[config.mk]
export PLATFORM = sky130hd
export DESIGN_NAME = sr_cmd_gen
export DESIGN_NICKNAME = d
export VERILOG_FILES = /design/src/rtl/sr_cmd_gen.sv
export SDC_FILE = /design/constraint.sdc
export NUM_CORES = 1
export LEC_CHECK = 0
export BUFFER_PORTS_ARGS = -buffer_cell sky130_fd_sc_hd__buf_2
export CAP_MARGIN = 10
export CORE_ASPECT_RATIO = 1.1
export CORE_MARGIN = 8
export CORE_UTILIZATION = 55
export DETAILED_ROUTE_END_ITERATION = 8
export GPL_TIMING_DRIVEN = 0
export HOLD_SLACK_MARGIN = 0.15
export PLACE_DENSITY = 0.78
export SYNTH_ARGS = -nofsm -noshare
export SYNTH_HDL_FRONTEND = slang
export SYNTH_SLANG_ARGS = --single-unit
export TNS_END_PERCENT = 1
[constraint.sdc]
create_clock -name clk -period 2.1 [get_ports clk]
set_input_delay 0.42 -clock clk [delete_from_list [all_inputs] [get_ports clk]]
set_output_delay 0.42 -clock clk [all_outputs]
set_load 0.01 [all_outputs]
[src/rtl/sr_cmd_gen.sv]
// Set/reset command generator for a downstream SR latch: turns target-level requests
// into one clean S or R pulse, a guard gap, and a Q-feedback check with error counting.
module sr_cmd_gen #(
   parameter int unsigned PULSE_W = 1,
   parameter int unsigned GAP_W   = 1,
   parameter int unsigned ERR_W   = 8
) (
   input  logic             clk,
   input  logic             rst,
   input  logic             req_valid,
   input  logic             req_level,
   input  logic             req_force,
   output logic             req_ready,
   output logic             S,
   output logic             R,
   output logic             shadow_q,
   output logic             busy,
   input  logic             q_fb,
   input  logic             err_clr,
   output logic             err_flag,
   output logic [ERR_W-1:0] err_cnt
);

   typedef enum logic [1:0] {
      IDLE  = 2'd0,
      PULSE = 2'd1,
      GAP   = 2'd2
   } state_t;

   localparam logic [7:0]       PULSE_LD = 8'(PULSE_W - 1);
   localparam logic [7:0]       GAP_LD   = 8'(GAP_W - 1);
   localparam logic [ERR_W-1:0] ERR_MAX  = '1;
   localparam logic [ERR_W-1:0] ERR_ONE  = ERR_W'(1);

   state_t           state, state_d;
   logic [7:0]       ctr, ctr_d;
   logic             shadow_d;
   logic             s_d, r_d;
   logic             err_flag_d;
   logic [ERR_W-1:0] err_cnt_d;
   logic             mismatch;

   assign busy      = (state != IDLE);
   assign req_ready = (state == IDLE) && !rst;
   assign mismatch  = (q_fb != shadow_q);

   // S and R are decoded here and registered below, so the latch only ever sees
   // flop outputs and the two can never be high together.
   always_comb begin
      // NOTE: every combinational output gets a default first so no path leaves
      // a variable unassigned, which would otherwise infer a latch.
      state_d    = state;
      ctr_d      = ctr;
      shadow_d   = shadow_q;
      s_d        = 1'b0;
      r_d        = 1'b0;
      err_flag_d = err_flag;
      err_cnt_d  = err_cnt;

      if (err_clr) begin
         err_flag_d = 1'b0;
         err_cnt_d  = '0;
      end

      case (state)
         IDLE: begin
            if (req_valid && ((req_level != shadow_q) || req_force)) begin
               shadow_d = req_level;
               ctr_d    = PULSE_LD;
               state_d  = PULSE;
               s_d      = req_level;
               r_d      = !req_level;
            end
         end

         PULSE: begin
            if (ctr == 8'd0) begin
               ctr_d   = GAP_LD;
               state_d = GAP;
            end else begin
               ctr_d = ctr - 8'd1;
               s_d   = shadow_q;
               r_d   = !shadow_q;
            end
         end

         GAP: begin
            if (ctr == 8'd0) begin
               state_d = IDLE;
               // A mismatch on the check edge wins over a simultaneous clear.
               if (mismatch) begin
                  err_flag_d = 1'b1;
                  if (err_clr) begin
                     err_cnt_d = ERR_ONE;
                  end else if (err_cnt != ERR_MAX) begin
                     err_cnt_d = err_cnt + ERR_ONE;
                  end
               end
            end else begin
               ctr_d = ctr - 8'd1;
            end
         end

         default: begin
            state_d = IDLE;
         end
      endcase
   end

   always_ff @(posedge clk) begin
      // NOTE: state registers use non-blocking assignments so every flop samples
      // the pre-edge values regardless of statement order.
      if (rst) begin
         state    <= IDLE;
         ctr      <= 8'd0;
         shadow_q <= 1'b0;
         S        <= 1'b0;
         R        <= 1'b0;
         err_flag <= 1'b0;
         err_cnt  <= '0;
      end else begin
         state    <= state_d;
         ctr      <= ctr_d;
         shadow_q <= shadow_d;
         S        <= s_d;
         R        <= r_d;
         err_flag <= err_flag_d;
         err_cnt  <= err_cnt_d;
      end
   end

endmodule
# Word-level counts from Yosys, hierarchy flattened

Cells that the tools add are included.

Output and inout bits: 14
Register bits after elaboration: 22
Word-level logic and storage cells: 55

Muxes and demuxes: 24
Eq/ne operators: 9
Reductions and logical operators: 13
Add/sub/neg operators: 2

Operator list:

| cell                  | number |
|---|---|
| $mux W8               | 9 |
| $pmux W8 S3           | 1 |
| $add A8 B1 Y8 const B | 1 |
| $logic_not A8 Y1      | 1 |
| $mux W1               | 8 |
| $ne A8 B8 Y1 const B  | 1 |
| $sub A8 B1 Y8 const B | 1 |
| $mux W2               | 3 |
| $ne A2 B2 Y1 const B  | 3 |
| $pmux W2 S3           | 1 |
| $reduce_and A3 Y1     | 2 |
| $pmux W1 S2           | 2 |
| $logic_not A1 Y1      | 3 |
| $reduce_bool A3 Y1    | 1 |
| $eq A2 B1 Y1 const B  | 1 |
| $eq A2 B2 Y1 const B  | 1 |
| $logic_and A1 B1 Y1   | 2 |
| $logic_not A2 Y1      | 1 |
| $ne A1 B1 Y1          | 2 |
| $ne A2 B1 Y1 const B  | 1 |
| $reduce_and A2 Y1     | 1 |
| $reduce_bool A2 Y1    | 1 |
| $logic_or A1 B1 Y1    | 1 |

# Depth between registers and ports, before layout

Depth after elaboration: 6
Gate-level depth with buffers: 7
Gate-level depth less buffers: 7

# Worst setup path before layout

No wires, ideal clock.

Kind: flip-flop to flip-flop
Start point: register ctr[0]
End point: register ctr[4]
Data arrival time: 1669 ps
Path buffers: 0
Cell stages (with the launch flop): 8
Path slack: 361 ps
Library setup time: 71 ps
Cells stage by stage: dfxtp_1 > inv_1 > ha_1 > nor2b_1 > a311oi_2 > a21boi_0 > o21ai_0 > a21oi_1

Cells in the longest elaborated chain, start to end: 3
Elaborated cells on any way between the ends: 7

RTL lines:

| item                                              | RTL line | RTL |
|---|---|---|
| from (decl)                                       | 36       | `logic [7:0] ctr, ctr_d;` |
| from (signal assigned)                            | 123      | `ctr <= ctr_d;` |
| $sub A8 B1 Y8 or $logic_not A8 Y1 (tied branches) | n/a      |  |
| $mux W8 (tied with other cells)                   | 88       | `if (ctr == 8'd0) begin` |
| $pmux W8 S3 or $reduce_and A3 Y1 (tied branches)  | n/a      |  |

Parallel ways exist; a longest one is shown, timed or not. The select of a mux whose other input is x is not followed.
A chain may end at the register's enable or synchronous reset.

# Worst setup path in the final report

Start point: input rst
End point: output req_ready

Cells in the longest elaborated chain, start to end: 2

RTL lines:

| item                | RTL line | RTL |
|---|---|---|
| from (decl)         | 9        | `input logic rst,` |
| $logic_not A1 Y1    | 44       | `assign req_ready = (state == IDLE) && !rst;` |
| $logic_and A1 B1 Y1 | 44       |  |
| to (decl)           | 13       | `output logic req_ready,` |

Every way passes these cells.

==> results.sh <==
export IMPL_dp_hpwl_mm=2.13
export IMPL_synthToLayoutAreaGrowth_pct=17.5
export IMPL_timing_final_crit_share_pct=94.8
export IMPL_synth_area_mm2=0.00129
export IMPL_synth_edf_count=0
export IMPL_ff2ff_path_depth=6
export IMPL_timing_rr_start="ctr[3]$_SDFFE_PP0P_"
export IMPL_power_density_mw_per_mm2=616
export IMPL_area_sequential_um2=440
export IMPL_final_max_slew_viol_count=0
export IMPL_critPathLaunchType="input pin"
export IMPL_grt_pass1_wl_mm=5.01
export IMPL_slew_headroom_pct=60.8
export IMPL_wl_per_cell_um=14.1
export IMPL_cts_hold_buffers=0
export IMPL_leakage_nw=0.608
export IMPL_yosysTopAreaCellShare_pct=34.1
export IMPL_floorplan_initialDensity_pct=57.9
export IMPL_fin_nets=192
export IMPL_grt_use_total_pct=14.4
export IMPL_grt_pass1_vias=1140
export IMPL_async_reset_ff_share_pct=0
export IMPL_drc=0
export IMPL_ios=21
export IMPL_max_stage_delay_ns=0.43
export IMPL_numCtsBuffers=3
export IMPL_yosys_warnings=0
export IMPL_first_pass_iters=6
export IMPL_final_common_cell="dfxtp_1"
export IMPL_cap_violations=0
export IMPL_ant_nets=0
export IMPL_crit_buf_inv=4
export IMPL_crit_arrival_ns=1.57
export IMPL_die_y_um=66.8
export IMPL_cp_depth=5
export IMPL_tritoncts="yes"
export IMPL_finalHoldViolCount=0
export IMPL_fin_tns_setup_ns=0
export IMPL_netlist_instances=151
export IMPL_grt_setup_unrepaired="no"
export IMPL_clkLatencyLatePin_ns=0.32
export IMPL_fin_ws_ns=0.108
export IMPL_min_period_ns=1.99
export IMPL_seq_area_frac_synth_pct=34.1
export IMPL_wirelength_mm=2.93
export IMPL_fin_worst_skew_ns=0.00433
export IMPL_synth_main_ff_cell="dfxtp_1"
export IMPL_core_mm2=0.00223
export IMPL_antenna_cells=0
export IMPL_synth_area_leaders="dfxtp_1 34%, ha_1 5.8%, nor2_1 5.5%"
export IMPL_layout_common_cells="22 x dfxtp_1, 21 x buf_2, 19 x nor2_1"
export IMPL_syn_nets=164
export IMPL_holdWs_ns=0.362
export IMPL_ctsHtreeMaxLevel=1
export IMPL_critPathMaxFanout=10
export IMPL_clock_sinks=22
export IMPL_via_per_inst=5.87
export IMPL_clk_path_buf_depth=2
export IMPL_path_delay_family="buffers and inverters"
export IMPL_antenna_found_initial=0
export IMPL_setup_viol=0
export IMPL_multi_input_area_um2=818
export IMPL_crit_chain="buf_2 > clkbuf_1 > clkbuf_1 > nor2_1 > buf_2"
export IMPL_worst_pin_slew_ns=0.586
export IMPL_cp_slowest_cell="clkbuf_1"
export IMPL_die_area_mm2=0.00416
export IMPL_ys_types=44
export IMPL_status="complete, no violations"
export IMPL_worstHoldPathType="in -> reg"
export IMPL_cp_endpoint="req_ready"
export IMPL_drive_gt1_share_pct=21.9
export IMPL_fill_cells=193
export IMPL_crit_path_end_kind="output pin"
export IMPL_cts_root_buffer="clkbuf_4"
export IMPL_vias=1221
export IMPL_reg2reg_to="ctr[0]$_SDFFE_PP0P_"
export IMPL_cp_required_ns=1.68
export IMPL_rows=18
export IMPL_die_x_um=62.2
export IMPL_ys_ff_latch=22
export IMPL_syn_avg_cell_area_um2=8.55
export IMPL_cts_clk_slew_worst_paths_ns=0.13
export IMPL_crit_path_start="rst"
export IMPL_first_iter_violations=68
export IMPL_gr_total_overflow=0
export IMPL_grt_max_degree=14
export IMPL_pre_cts_slack_ns=0.0788
export IMPL_r2r_setup_slack_ns=0.14
export IMPL_portBuffers=20
export IMPL_gp_congestion=0.874
export IMPL_peakVddDrop_mv=0.587
export IMPL_worst_setup_path_type="in -> out"
export IMPL_max_freq_mhz=502
export IMPL_total_power_uw=935
export IMPL_synth_top_area_cell="dfxtp_1"
## Yosys cell counts (all sizes together) (2+ instances only)
cell type / instances
nor4: 2
nand2: 10
nor2b: 3
xnor2: 3
buf: 2
dfxtp: 22
or3: 3
xor2: 2
o31ai: 2
a21boi: 2
nand2b: 4
and4: 3
nand4: 5
a21oi: 10
o32ai: 2
nor2: 20
ha: 6
inv: 8
o21ai: 9
nor3: 7
o41ai: 2
mux2i: 2
nand3: 3
clkbuf: 2
## sequential cells by signal (all words and copies together), names as in the netlist
register  count
err_cnt       8
S             1
shadow_q      1
R             1
err_flag      1
ctr           8
state         2
## per-stage QoR
| stage | util, % | instance area, µm² | cells |
|---|---|---|---|
| after floorplan | - | 1290 | 151 |
| after detailed placement | 64.1 | 1430 | 201 |
| after CTS | 66.4 | 1480 | 205 |
| final | 68.1 | 1520 | 208 |
| after global routing | 68.1 | 1520 | 208 |
| after global placement | 64.1 | 1430 | 201 |
## cell type report
| class | instances | share of cell area, % |
|---|---|---|
| multi-input combinational | 117 | 53.9 |
| sequential | 22 | 29.0 |
| timing repair buffer | 23 | 8.08 |
| tap | 30 | 2.47 |
| clock inverter | 1 | 1.98 |
| inverter | 8 | 1.98 |
| clock buffer | 3 | 1.48 |
| buffer | 4 | 1.07 |
## layer usage
layer	up-vias	routed length [µm]	track usage, %	part of all wire, %
met5	-	0	0	0
met4	0	46	7.00	1.6
met3	7	217	4.87	7.4
met2	52	1340	23.7	46
met1	557	1320	16.5	45
li1	605	-	-	-
## report_power, final
group	internal (mW)	switching, mW	leakage (nW)	total, mW
Clock	0.193	0.144	0.0279	0.337
Sequential	0.426	0.00718	0.178	0.433
Combinational	0.0642	0.101	0.402	0.165
## worst min-delay path by stage
stage	startpoint	to	slack (ns)	depth (start not counted)
floorplan	ctr[0]$_SDFFE_PP0P_	ctr[0]$_SDFFE_PP0P_	0.46	1
finish	err_clr	err_cnt[0]$_SDFF_PP0_	0.36	2
detailed placement	err_flag$_SDFF_PP0_	err_flag$_SDFF_PP0_	0.48	2
global placement	err_flag$_SDFF_PP0_	err_flag$_SDFF_PP0_	0.46	2
global route	err_clr	err_cnt[0]$_SDFF_PP0_	0.37	2
CTS	err_clr	err_cnt[0]$_SDFF_PP0_	0.36	2
## what timing repair did
action | CTS | global route
gates resized for setup | 0 | 2
setup endpoints to repair | 0 | 8
endpoints found under the hold margin | 0 | 0
setup buffers | 0 | 3
## cells by family after synthesis
group	Yosys count	share of synthesized area, %
multiplexers	2	1.55
XOR/XNOR	5	3.39
AO/OA/AOI/OAI	38	21.2
adder cells (fa/ha/maj)	6	5.81
flip-flops	22	34.1
AND/OR/NAND/NOR	66	30.3
buffers and inverters	12	3.58
(Power assumes the default switching activity.)
